`src/rtl/dcache_pkg.sv`:
```
// Shared encodings and field geometry for the direct-mapped, write-back data cache controller.
package dcache_pkg;
    localparam int unsigned BYTE_OFF_W     = 2;
    localparam int unsigned WORD_IDX_W     = 3;
    localparam int unsigned OFFSET_W       = BYTE_OFF_W + WORD_IDX_W;
    localparam int unsigned WORD_W         = 32;
    localparam int unsigned WORDS_PER_LINE = 1 << WORD_IDX_W;
    localparam int unsigned LINE_BITS      = WORD_W * WORDS_PER_LINE;
    localparam int unsigned TAG_BITS       = 23;
    localparam int unsigned VALID_BIT      = 24;
    localparam int unsigned DIRTY_BIT      = 23;

    typedef enum logic [1:0] {
        StIdle,
        StWriteback,
        StRefill,
        StUpdate
    } state_e;
endpackage

```
`src/rtl/dcache_word_merge.sv`:
```
// Replaces one 32-bit word of a cache line; shared by store-hit and refill-update paths.
module dcache_word_merge
    import dcache_pkg::*;
#(
    parameter int unsigned LINE_W = LINE_BITS
) (
    input  logic [LINE_W-1:0]     line_i,
    input  logic [WORD_IDX_W-1:0] word_sel_i,
    input  logic [WORD_W-1:0]     word_i,
    output logic [LINE_W-1:0]     line_o
);
    always_comb begin
        line_o = line_i;
        for (int i = 0; i < WORDS_PER_LINE; i++) begin
            if (word_sel_i == WORD_IDX_W'(i)) begin
                line_o[i*WORD_W +: WORD_W] = word_i;
            end
        end
    end
endmodule

```
`src/rtl/dcache_controller.sv`:
```
// Direct-mapped write-back data cache controller: hits complete combinationally in IDLE,
// misses optionally write back a dirty victim, refill from memory, then update the SRAM.
module dcache_controller
    import dcache_pkg::*;
#(
    parameter int unsigned ADDR_W  = 32,
    parameter int unsigned INDEX_W = 4,
    parameter int unsigned LINE_W  = 256
) (
    input  logic                                clk_i,
    input  logic                                rst_i,
    input  logic                                cpu_req_i,
    input  logic                                cpu_write_i,
    input  logic [ADDR_W-1:0]                   cpu_addr_i,
    input  logic [WORD_W-1:0]                   cpu_data_i,
    output logic [WORD_W-1:0]                   cpu_data_o,
    output logic                                cpu_stall_o,
    output logic [INDEX_W-1:0]                  sram_addr_o,
    output logic [ADDR_W-INDEX_W-OFFSET_W+1:0]  sram_tag_o,
    output logic [LINE_W-1:0]                   sram_data_o,
    output logic                                sram_enable_o,
    output logic                                sram_write_o,
    input  logic [ADDR_W-INDEX_W-OFFSET_W+1:0]  sram_tag_i,
    input  logic [LINE_W-1:0]                   sram_data_i,
    input  logic                                sram_hit_i,
    output logic                                mem_enable_o,
    output logic                                mem_write_o,
    output logic [ADDR_W-1:0]                   mem_addr_o,
    output logic [LINE_W-1:0]                   mem_data_o,
    input  logic [LINE_W-1:0]                   mem_data_i,
    input  logic                                mem_ack_i
);
    localparam int unsigned TAG_W = ADDR_W - INDEX_W - OFFSET_W;

    state_e state_q, state_d;

    logic [TAG_W-1:0]      lat_tag_q, victim_tag_q;
    logic [INDEX_W-1:0]    lat_index_q;
    logic [WORD_IDX_W-1:0] lat_word_q;
    logic                  write_q;
    logic [WORD_W-1:0]     wdata_q;
    logic [LINE_W-1:0]     victim_line_q, refill_q;

    logic [TAG_W-1:0]      cpu_tag;
    logic [INDEX_W-1:0]    cpu_index;
    logic [WORD_IDX_W-1:0] cpu_word;
    logic                  miss;
    logic [WORD_W-1:0]     rd_word;
    logic [LINE_W-1:0]     merge_src, merged;
    logic                  unused_byte_off;

    assign cpu_tag         = cpu_addr_i[ADDR_W-1 -: TAG_W];
    assign cpu_index       = cpu_addr_i[OFFSET_W +: INDEX_W];
    assign cpu_word        = cpu_addr_i[BYTE_OFF_W +: WORD_IDX_W];
    assign unused_byte_off = ^cpu_addr_i[BYTE_OFF_W-1:0];
    assign miss            = (state_q == StIdle) && cpu_req_i && !sram_hit_i;

    // One merger: live SRAM line on a store hit, latched refill line during UPDATE.
    assign merge_src = (state_q == StIdle) ? sram_data_i : refill_q;

    dcache_word_merge #(
        .LINE_W (LINE_W)
    ) u_merge (
        .line_i     (merge_src),
        .word_sel_i ((state_q == StIdle) ? cpu_word : lat_word_q),
        .word_i     ((state_q == StIdle) ? cpu_data_i : wdata_q),
        .line_o     (merged)
    );

    always_comb begin
        rd_word = '0;
        for (int i = 0; i < WORDS_PER_LINE; i++) begin
            if (cpu_word == WORD_IDX_W'(i)) begin
                rd_word = sram_data_i[i*WORD_W +: WORD_W];
            end
        end
    end

    always_ff @(posedge clk_i or negedge rst_i) begin
        if (!rst_i) begin
            state_q <= StIdle;
        end else begin
            state_q <= state_d;
        end
    end

    always_comb begin
        state_d = state_q;
        unique case (state_q)
            StIdle: begin
                if (miss) begin
                    state_d = (sram_tag_i[VALID_BIT] && sram_tag_i[DIRTY_BIT]) ? StWriteback
                                                                               : StRefill;
                end
            end
            StWriteback: if (mem_ack_i) state_d = StRefill;
            StRefill:    if (mem_ack_i) state_d = StUpdate;
            StUpdate:    state_d = StIdle;
            default:     state_d = StIdle;
        endcase
    end

    always_ff @(posedge clk_i or negedge rst_i) begin
        if (!rst_i) begin
            lat_tag_q     <= '0;
            lat_index_q   <= '0;
            lat_word_q    <= '0;
            write_q       <= 1'b0;
            wdata_q       <= '0;
            victim_tag_q  <= '0;
            victim_line_q <= '0;
            refill_q      <= '0;
        end else begin
            if (miss) begin
                lat_tag_q     <= cpu_tag;
                lat_index_q   <= cpu_index;
                lat_word_q    <= cpu_word;
                write_q       <= cpu_write_i;
                wdata_q       <= cpu_data_i;
                victim_tag_q  <= sram_tag_i[TAG_W-1:0];
                victim_line_q <= sram_data_i;
            end
            if (state_q == StRefill && mem_ack_i) begin
                refill_q <= mem_data_i;
            end
        end
    end

    // Outputs are forced low for as long as reset is held, independent of the clock.
    always_comb begin
        cpu_data_o    = '0;
        cpu_stall_o   = 1'b0;
        sram_addr_o   = '0;
        sram_tag_o    = '0;
        sram_data_o   = '0;
        sram_enable_o = 1'b0;
        sram_write_o  = 1'b0;
        mem_enable_o  = 1'b0;
        mem_write_o   = 1'b0;
        mem_addr_o    = '0;
        mem_data_o    = '0;
        if (rst_i) begin
            unique case (state_q)
                StIdle: begin
                    if (cpu_req_i) begin
                        sram_enable_o           = 1'b1;
                        sram_addr_o             = cpu_index;
                        sram_tag_o[TAG_W-1:0]   = cpu_tag;
                        if (!sram_hit_i) begin
                            cpu_stall_o = 1'b1;
                        end else if (cpu_write_i) begin
                            sram_write_o          = 1'b1;
                            sram_tag_o[VALID_BIT] = 1'b1;
                            sram_tag_o[DIRTY_BIT] = 1'b1;
                            sram_data_o           = merged;
                        end else begin
                            cpu_data_o = rd_word;
                        end
                    end
                end
                StWriteback: begin
                    cpu_stall_o  = 1'b1;
                    mem_enable_o = 1'b1;
                    mem_write_o  = 1'b1;
                    mem_addr_o   = {victim_tag_q, lat_index_q, {OFFSET_W{1'b0}}};
                    mem_data_o   = victim_line_q;
                end
                StRefill: begin
                    cpu_stall_o  = 1'b1;
                    mem_enable_o = 1'b1;
                    mem_addr_o   = {lat_tag_q, lat_index_q, {OFFSET_W{1'b0}}};
                end
                StUpdate: begin
                    cpu_stall_o   = 1'b1;
                    sram_enable_o = 1'b1;
                    sram_write_o  = 1'b1;
                    sram_addr_o   = lat_index_q;
                    sram_tag_o    = {1'b1, write_q, lat_tag_q};
                    sram_data_o   = write_q ? merged : refill_q;
                end
                default: ;
            endcase
        end
    end
endmodule
```
`config.mk`:
```
export PLATFORM = sky130hd
export DESIGN_NAME = dcache_controller
export DESIGN_NICKNAME = d
export VERILOG_FILES = /design/src/rtl/dcache_pkg.sv /design/src/rtl/dcache_word_merge.sv /design/src/rtl/dcache_controller.sv
export SDC_FILE = /design/constraint.sdc
export NUM_CORES = 2
export LEC_CHECK = 0
export BUFFER_PORTS_ARGS = -buffer_cell sky130_fd_sc_hd__buf_2
export CAP_MARGIN = 20
export CORE_AREA = 2 2 478 480
export CTS_BUF_LIST = sky130_fd_sc_hd__clkbuf_4 sky130_fd_sc_hd__clkbuf_8 sky130_fd_sc_hd__clkbuf_16
export CTS_CLUSTER_DIAMETER = 120
export DETAILED_ROUTE_END_ITERATION = 12
export DIE_AREA = 0 0 480 482
export GPL_ROUTABILITY_DRIVEN = 0
export REMOVE_ABC_BUFFERS = 1
export SKIP_LAST_GASP = 1
export SLEW_MARGIN = 20
export SYNTH_ARGS = -nofsm -noshare
export SYNTH_HDL_FRONTEND = slang
export SYNTH_SLANG_ARGS = --single-unit
```
`constraint.sdc`:
```
create_clock -name clk_i -period 2.37 [get_ports clk_i]
set_clock_uncertainty 0.1 [all_clocks]
set_input_delay 0.1185 -clock clk_i [delete_from_list [all_inputs] [get_ports clk_i]]
set_output_delay 0.1185 -clock clk_i [all_outputs]
set_load 0.1 [all_outputs]
```
==> out/metrics.csv <==
metric,value,unit
CTS tree,built,
Setup TNS Final,-502.92,ns
Residual DRC,0,
met3 wire len,30600,microns
prevailing post-synth register cell,dfrtp_1,
Crit Path Max Fanout,16,
cell area power density,1210,nW/um^2
Max H-tree Level,3,
WS Path Type,reg2out,
register share of total power,21.7,%
Post-synth EDFFs,0,
Post-Syn Area per Cell,10.7,sq um
Min-Delay Path Class,in2async,
max layer used,met5,
internal power,46.2,mW
clk slew on worst S/H paths,0.06,ns
vias per cell,4.78,
reg-to-reg startpoint,state_q[1],
FF-to-FF setup slack,-0.37,ns
Clock power frac,15.4,%
fin crit period,3.46,ns
I/O pin total,1217,
Mapped Area,35000,sq um
Port Buffer Count,1209,
die area,231000,sq um
hold_buf cts,637,
Syn-to-layout area delta,105,%
Sw Share,47.0,%
Max Cap Viol,0,
fin util,31.8,%
crit path to,sram_data_o[253],
top cell type's share of synthesized area,42.9,%
P_sw,40.9,mW
largest net degree at the start of global routing,141,
Core ar.,226000,sq um
Die W,480,microns
layout cell share with drive strength beyond 1,55.8,%
Synth Register Bits,600,
Cell variety after synth,42,
Placement Setup Slack,-1.17,ns
Sequential Area,15000,sq um
Filler Cell Count,22300,
RSZ-0062 raised after global routing,yes,
final hold viol count,95,
Worst-Skew Late Latency,0.69,ns
startpoint types,flop,
Placed Cells,7616,
vias post-DR,41100,
Post-synth top cells,"819 x mux2_2, 600 x dfrtp_1, 288 x and3_1, 284 x o22ai_1, 258 x o21ai_0",
dominant cell type by area after synthesis,dfrtp_1,
First-pass DRT Iterations,6,
Total GRT Usage,23.4,%
cell leakage power,29.9,nW
Worst-Margin Slew,0.991,ns
TritonCTS Buffers,78,
gr ovfl total,0,
"Slew Viols, Final",0,
Synth Instances,3255,
clock sinks,600,
fmax,0.289,GHz
placed inst area,57600,sq um
vias in the first global route,42100,
Final ANT Viol Nets,0,
warnings from Yosys,0,
post-route insts no fill,8589,
critical path data required time,2.15,ns
Die Ht,482,microns
wire per inst,33.6,microns
post-synthesis sequential area ratio,42.9,%
outcome,finished with violations,
WP data arrival,3.24,ns
CTS root buf,clkbuf_16,
Setup crit start,state_q[1],
hpwl dp,215000,microns
FF-to-FF path depth,11,
RR Endpoint,victim_line_q[45],
Max Root-Sink Buffers,3,
failing checks,"hold timing, setup timing",
fin area,71900,sq um
DRT iter0 DRCs,3686,
most frequent cell after synthesis,mux2_2,
CP Capture Type,primary output,
final WL,288000,microns
nets,6060,
Met1 Wirelength,109000,microns
first-pass GRT wire length,370000,microns
final setup violation count,945,
tightest hold margin,-0.424,ns
multi-input logic area,21400,sq um
setup slack after layout,-1.09,ns
number of core rows,175,
met2 wire length,128000,microns
slew margin rel.,33.7,%
Max rail drop VDD,0.000703,V
Logic pwr share,62.9,%
Final Total Pwr,87.1,mW
initial antenna violation count,126,
Post-synth ARST share,100,%
Final Cycle Share,146,%
Starting Density,15.5,%
Area contributors post-synth,"dfrtp_1 43%, mux2_2 26%, and3_1 5.1%",
-- worst min-delay path by stage --
stage                     startpoint                  to  slack (ns)  depth (start not counted)
after CTS                      rst_i       refill_q[109]       -0.43                          3
after detailed placement       rst_i  victim_line_q[207]        0.21                          3
after global placement         rst_i  victim_line_q[207]        0.22                          3
after global routing           rst_i        refill_q[98]       -0.40                          3
after floorplan                rst_i      lat_index_q[0]       -0.28                          0
final                          rst_i        refill_q[98]       -0.42                          3
-- logic make-up (layout without fill, tap and decap cells) --
| kind of cell | count (synthesis) | count (layout) | share of synthesized area [%] |
|---|---|---|---|
| fa+ha+maj | 5 | 5 | 0.179 |
| simple gates | 700 | 700 | 10.1 |
| compound gates | 684 | 684 | 12.1 |
| flops | 600 | 600 | 42.9 |
| other cells | 1 | 73 | 0.0107 |
| buf+inv | 341 | 2594 | 4.22 |
| mux | 924 | 924 | 30.5 |
-- critical path, stage by stage, from the launching register on --
cell	delay, ns
dfrtp_1	0.39
inv_2	0.11
ha_4	0.26
buf_4	0.17
nand2_2	0.08
o32ai_4	0.17
buf_12	0.32
mux2_2	0.37
o22ai_1	0.23
buf_4	0.19
buf_12	0.17
-- area by class of cell --
class                   instances  share of cell area (%)
diodes                         68                   0.237
clock buffers                 107                    3.16
inverters                       9                  0.0470
clock inverters                37                   0.764
repair buffers               2441                    39.9
multi-input cells            2318                    29.7
well taps                    3009                    5.24
flip-flops and latches        600                    20.9
-- power by group through the flow --
stage                     registers, mW  logic, mW  clock network [mW]
after floorplan                    16.9       22.8                   0
after global routing               19.2       56.8                14.0
final                              18.9       54.8                13.4
after global placement             18.3       46.2                   0
after CTS                          18.5       52.1                13.7
after detailed placement           18.6       46.7                   0
-- timing repair --
item	CTS	global route
pin swaps	42	33
endpoints found under the setup margin	946	946
setup buffers	61	48
endpoints found under the hold margin	1162	95
gates cloned	17	9
gates resized for setup	382	274
-- flip-flops by register name, indices dropped and copies added, names as in the netlist --
| signal | cells |
|---|---|
| lat_index_q | 4 |
| lat_tag_q | 23 |
| lat_word_q | 3 |
| refill_q | 256 |
| state_q | 2 |
| victim_line_q | 256 |
| victim_tag_q | 23 |
| wdata_q | 32 |
| write_q | 1 |
-- metal layers --
metal | track usage, % | up-vias
met2 | 36.8 | 2929
met4 | 14.0 | 62
li1 | - | 16600
met1 | 27.1 | 20500
met5 | 0 | -
met3 | 8.89 | 901
-- layout by cell type, fill, tap and decap left out, drive strengths merged, types with 6 or more instances in the layout --
cell / instances
a22oi: 58
diode: 68
a311oi: 32
nand2b: 6
nand3b: 6
mux2i: 46
o22ai: 284
o21bai: 7
o21ai: 258
dfrtp: 600
nor2: 117
dlygate4sd3: 625
and3: 288
mux4: 28
mux2: 850
nor2b: 35
clkinv: 13
and2: 7
bufinv: 10
buf: 1803
a2111oi: 28
inv: 18
clkbuf: 117
nand2: 232
Note: power is estimated with default switching activity, not from simulation.
